File: config.mk
export PLATFORM = sky130hd
export DESIGN_NAME = thief_alarm_ctrl
export DESIGN_NICKNAME = d
export VERILOG_FILES = /design/src/rtl/thief_pkg.sv /design/src/rtl/lock_timer.sv /design/src/rtl/thief_alarm_ctrl.sv
export SDC_FILE = /design/constraint.sdc
export NUM_CORES = 1
export LEC_CHECK = 0
export CORE_MARGIN = 2
export CORE_UTILIZATION = 51
export DETAILED_ROUTE_END_ITERATION = 8
export PLACE_DENSITY = 0.79
export SLEW_MARGIN = 40
export SYNTH_ARGS = -nofsm -noshare
export SYNTH_HDL_FRONTEND = slang
export SYNTH_SLANG_ARGS = --single-unit
File: constraint.sdc
create_clock -name clk -period 2.1 [get_ports clk]
set_input_delay 0.42 -clock clk [delete_from_list [all_inputs] [get_ports clk]]
set_output_delay 0.42 -clock clk [all_outputs]
set_load 0.02 [all_outputs]
File: src/rtl/thief_pkg.sv
// Shared definitions for the intrusion-detection path: controller states,
// default limits and the j/k command encoding understood by the alarm latch.
package thief_pkg;

  typedef enum logic [1:0] {
    IDLE  = 2'd0,
    COUNT = 2'd1,
    ALARM = 2'd2
  } state_e;

  localparam int DEF_MAX_FAIL    = 3;
  localparam int DEF_LOCK_CYCLES = 50;

  // {j, k} command pair driven into the alarm JK latch
  localparam logic [1:0] JK_HOLD = 2'b00;
  localparam logic [1:0] JK_CLR  = 2'b01;
  localparam logic [1:0] JK_SET  = 2'b10;

endpackage

File: src/rtl/lock_timer.sv
// Loadable down-counter that times the lockout window. done_o is high for
// the single cycle in which an enabled count of 1 is about to reach 0, so the
// controller can leave ALARM on the same edge the count hits zero.
module lock_timer #(
  parameter int TMR_W = 16
) (
  input  logic             clk,
  input  logic             rst,
  input  logic             load_i,
  input  logic [TMR_W-1:0] load_val_i,
  input  logic             enable_i,
  input  logic             clear_i,
  output logic [TMR_W-1:0] remain_o,
  output logic             done_o
);

  logic [TMR_W-1:0] cnt_q;
  logic [TMR_W-1:0] cnt_d;

  // Next count: clear beats load beats decrement; the count saturates at zero
  always_comb begin
    cnt_d = cnt_q;
    if (clear_i) begin
      cnt_d = '0;
    end else if (load_i) begin
      cnt_d = load_val_i;
    end else if (enable_i && (cnt_q != '0)) begin
      cnt_d = cnt_q - TMR_W'(1);
    end
  end

  // Count register, cleared asynchronously with the rest of the controller
  always_ff @(posedge clk or negedge rst) begin
    if (!rst) begin
      cnt_q <= '0;
    end else begin
      cnt_q <= cnt_d;
    end
  end

  assign remain_o = cnt_q;
  assign done_o   = enable_i && (cnt_q == TMR_W'(1));

endmodule

File: src/rtl/thief_alarm_ctrl.sv
// Intrusion-detection controller: counts consecutive failed code entries,
// raises the alarm latch (j) and a timed lockout when the limit is reached,
// and clears the latch (k) when the window expires or a supervisor cancels.
module thief_alarm_ctrl
  import thief_pkg::*;
#(
  parameter int MAX_FAIL    = DEF_MAX_FAIL,
  parameter int LOCK_CYCLES = DEF_LOCK_CYCLES,
  parameter int CNT_W       = 4,
  parameter int TMR_W       = 16
) (
  input  logic             clk,
  input  logic             rst,
  input  logic             pass_ok,
  input  logic             pass_fail,
  input  logic             admin_clear,
  output logic             alarm_j,
  output logic             alarm_k,
  output logic             lockout,
  output logic [CNT_W-1:0] fail_cnt,
  output logic [TMR_W-1:0] lock_remain
);

  localparam logic [CNT_W-1:0] MAX_CNT  = CNT_W'(MAX_FAIL);
  localparam logic [TMR_W-1:0] LOCK_VAL = TMR_W'(LOCK_CYCLES);

  state_e           state_q;
  logic [CNT_W-1:0] fail_cnt_q;
  logic             lockout_q;
  logic [1:0]       jk_q;

  logic [CNT_W-1:0] failNext;
  logic             counting;
  logic             hitLimit;
  logic             timerLoad;
  logic             timerEnable;
  logic             timerClear;
  logic             timerDone;

  // Timer control derived from the same decisions the FSM makes this edge
  always_comb begin
    failNext    = fail_cnt_q + CNT_W'(1);
    counting    = (state_q == IDLE) || (state_q == COUNT);
    hitLimit    = counting && !admin_clear && pass_fail && (failNext == MAX_CNT);
    timerLoad   = hitLimit;
    timerEnable = (state_q == ALARM) && !admin_clear;
    timerClear  = ((state_q == ALARM) && admin_clear) ||
                  (!counting && (state_q != ALARM));
  end

  lock_timer #(
    .TMR_W(TMR_W)
  ) u_lock_timer (
    .clk       (clk),
    .rst       (rst),
    .load_i    (timerLoad),
    .load_val_i(LOCK_VAL),
    .enable_i  (timerEnable),
    .clear_i   (timerClear),
    .remain_o  (lock_remain),
    .done_o    (timerDone)
  );

  // Controller FSM with registered count, lockout and one-cycle j/k commands
  always_ff @(posedge clk or negedge rst) begin
    if (!rst) begin
      state_q    <= IDLE;
      fail_cnt_q <= '0;
      lockout_q  <= 1'b0;
      jk_q       <= JK_HOLD;
    end else begin
      jk_q <= JK_HOLD;
      case (state_q)
        IDLE, COUNT: begin
          if (admin_clear) begin
            state_q    <= IDLE;
            fail_cnt_q <= '0;
            lockout_q  <= 1'b0;
            jk_q       <= JK_CLR;
          end else if (pass_fail) begin
            if (failNext == MAX_CNT) begin
              state_q    <= ALARM;
              fail_cnt_q <= MAX_CNT;
              lockout_q  <= 1'b1;
              jk_q       <= JK_SET;
            end else begin
              state_q    <= COUNT;
              fail_cnt_q <= failNext;
            end
          end else if (pass_ok) begin
            state_q    <= IDLE;
            fail_cnt_q <= '0;
          end
        end
        ALARM: begin
          if (admin_clear || timerDone) begin
            state_q    <= IDLE;
            fail_cnt_q <= '0;
            lockout_q  <= 1'b0;
            jk_q       <= JK_CLR;
          end else begin
            fail_cnt_q <= MAX_CNT;
            lockout_q  <= 1'b1;
          end
        end
        default: begin
          state_q    <= IDLE;
          fail_cnt_q <= '0;
          lockout_q  <= 1'b0;
          jk_q       <= JK_HOLD;
        end
      endcase
    end
  end

  assign alarm_j  = jk_q[1];
  assign alarm_k  = jk_q[0];
  assign lockout  = lockout_q;
  assign fail_cnt = fail_cnt_q;

endmodule
==> flow_metrics.tcl <==
set metrics [dict create \
    status "finished, final reports clean" \
    groute.usage.overall_pct 22.4 \
    grt_antenna_before_repair 0 \
    post_route_cells_drive_above_1_share_pct 17.4 \
    worstRegToRegCells 4 \
    floorplan.die_area_um2 3240 \
    combinationalPowerShare_pct 51.6 \
    path_buf_inv 0 \
    p_total_mw 1.88 \
    max_slew_vio_count 0 \
    num-fill-cells 225 \
    boundaryPins 28 \
    synth_area_um2 1430 \
    cts_resized 0 \
    floorplan.initialDensity_pct 52.7 \
    layout_common_cells "clkdlybuf4s50_1, dfrtp_1, a21oi_1, buf_4, o21ai_0" \
    critPathMaxFanout 5 \
    final-setup-viol-count 0 \
    yosys.area.top_type "dfrtp_1" \
    synth.area.mux_share_pct 0.701 \
    finalWirelength_um 3480 \
    yosysTopAreaCellShare_pct 43.8 \
    core_area_um2 2710 \
    drv.max_cap_violation_count 0 \
    worstSetupPathType "reg2reg" \
    worst-endpoint-arrival_ps 2240 \
    cts_setup_buffers 0 \
    synthesized_area_fraction_occupied_by_and_or_nand_nor_cells_pct 26.6 \
    net-switching-power_mw 0.788 \
    vias 1371 \
    crit_cells 4 \
    synthXorXnorAreaFrac_pct 0 \
    max_stage_delay_ps 570 \
    placement.setup.worst_slack_ps -80.0 \
    tritoncts "built" \
    min_period_ps 1980 \
    cp_slowest_cell "or4_4" \
    dominant_combinational_cell_family_by_area_after_synthesis "simple AND/OR/NAND/NOR gates" \
    floorplan.die.height_um 56.9 \
    via_per_inst 6.20 \
    post_synth.cell_area_avg_um2 9.65 \
    power_leakage_nw 0.809 \
    rsz0062_at_grt "false" \
    grt_start_max_net_pins 26 \
    pwr-share-clk_pct 12.5 \
    synthArstFlopShare_pct 100 \
    synth_warnings 0 \
    gpl.final_weighted_congestion 0.861 \
    cts-buffers-inserted 3 \
    compound_cell_area_share_of_the_yosys_netlist_pct 22.0 \
    fp-row-count 19 \
    cts_max_level 1 \
    placed_cells 217 \
    place_hpwl_um 2580 \
    cts.reportedPaths.clkPinSlew_ps 160 \
    syn_nets 157 \
    synthTopCellsByArea "dfrtp_1, a21oi_1, or4_1" \
    fp.dieW_um 56.9 \
    post_synth_fa_ha_maj_area_fraction_pct 3.51 \
    timing_hold_violations_final 0 \
    globalRoute.totalOverflow 0 \
    finalNonFillerCells 221 \
    synthFlopType "dfrtp_1" \
    synth_cell_type_count 41 \
    crit_path_start_kind "register" \
    post_layout_worst_setup_margin_ps 121 \
    endpoint_required_time_on_the_critical_path_ps 2360 \
    relSlewSlack_pct 70.8 \
    grt_first_pass_wirelength_um 5760 \
    cell_family_with_the_largest_share_of_critical_path_delay "simple AND/OR/NAND/NOR gates" \
    postRouteAntennaNets 0 \
    worstSetupEndpointType "register" \
    setup_total_negative_slack_ps 0 \
    syn-instance-count 148 \
    power-per-cell-area_nw_per_um2 1010 \
    layout.nets 200 \
    power_switching_share_pct 42.0 \
    achievable-frequency_mhz 505 \
    min-delay-path-class "in2async" \
    most_common_cell_after_layout_fill_and_taps_aside "clkdlybuf4s50_1" \
    worst_skew_late_latency_ps 330 \
    postSynthRegisterBits 25 \
    drtIter0Drc 59 \
    synth_enable_flop_cells 0 \
    period_share_pct 94.2 \
    first_pass_detailed_route_iteration_total 4 \
    tritoncts_sink_count 25 \
    wire_length_per_cell_after_detailed_routing_um 15.7 \
    synth-seq-area-share_pct 43.8 \
    power_report.internal_total_mw 1.09 \
    quantity_of_hold_fixing_buffers_added_after_cts 0 \
    tightestPinTransition_ps 434 \
    fin_worst_skew_ps 14.0 \
    post-route-drc-count 0 \
    syn2layout_area_growth_pct 30.7 \
    cts.root.buffer_cell "clkbuf_4" \
    peakVddDrop_mv 0.733 \
    cts_buffer_depth 2 \
    buffer_ports.inserted 27 \
    ant_cells 0 \
    path_cells "or4_4 -> or3_1 -> or4_1 -> a21oi_1" \
    first_global_vias 1281 \
    p_seq_share_pct 35.9 \
]
==> metrics by stage <==
step	utilization [%]	cell area (um^2)	hold WS [ps]
finish	68.8	1870	419
global route	68.8	1870	469
CTS	68.7	1860	433
detailed placement	67.5	1830	482
global placement	67.5	1830	484
floorplan	-	1430	124
==> sequential cells by signal (all words and copies together) (netlist names) <==
signal                 cells
fail_cnt                   4
lockout                    1
u_lock_timer.remain_o     16
state_q                    2
jk_q                       2
==> cells in the mapped netlist (3+ instances only) <==
master     n
a21oi_1   18
nand2_1    9
nor3_1     4
nand3_1    3
clkbuf_1   4
or3_1      6
or4_1      7
or2_2      3
o311ai_0   4
inv_1      6
o21ai_0   10
nor2_1     8
ha_1       4
nor4_1     3
dfrtp_1   25
o31ai_1    4
==> cell families (layout without fill, tap and decap cells) <==
kind of cell	count (synthesis)	after routing
buf+inv	11	53
flops	25	25
fa+ha+maj	4	4
simple gates	59	59
mux	1	1
compound gates	48	48
==> worst paths after layout <==
| path | from | end | slack, ps |
|---|---|---|---|
| setup / recovery | u_lock_timer.remain_o[12]$_DFFE_PN0P_ | u_lock_timer.remain_o[14]$_DFFE_PN0P_ | 120 |
| hold / removal | rst | u_lock_timer.remain_o[7]$_DFFE_PN0P_ | 420 |
| setup reg to reg | u_lock_timer.remain_o[12]$_DFFE_PN0P_ | u_lock_timer.remain_o[14]$_DFFE_PN0P_ | 120 |
| hold reg to reg | lockout$_DFFE_PN0P_ | lockout$_DFFE_PN0P_ | 520 |
| max in group asynchronous | rst | u_lock_timer.remain_o[9]$_DFFE_PN0P_ | 1430 |
| min in group clk | lockout$_DFFE_PN0P_ | lockout$_DFFE_PN0P_ | 520 |
==> layout make-up <==
type / count / area, um^2 / area share (%)
clock buffers: 3 / 22.5 / 1.21
inverters: 6 / 22.5 / 1.21
clock inverters: 1 / 7.51 / 0.402
multi-input cells: 112 / 758 / 40.6
repair buffers: 43 / 390 / 20.9
flip-flops and latches: 25 / 626 / 33.5
well taps: 31 / 38.8 / 2.08
==> power groups by stage <==
stage          combinational, mW  sequential, mW  clock, mW
2_1_floorplan              0.421           0.796          0
5_1_grt                     1.06           0.689      0.244
6_report                   0.969           0.673      0.234
3_3_place_gp               0.932           0.673          0
4_1_cts                    0.961           0.669      0.233
3_5_place_dp               0.956           0.679          0
==> per-layer routing <==
metal | share of wire [%] | global-route usage (%) | vias up
li1 | - | - | 663
met1 | 45 | 28.7 | 672
met2 | 50 | 37.3 | 30
met3 | 3.9 | 3.00 | 6
met4 | 1.1 | 10.6 | 0
met5 | 0 | 0 | -
No activity file was read; power rests on OpenSTA's default activity.
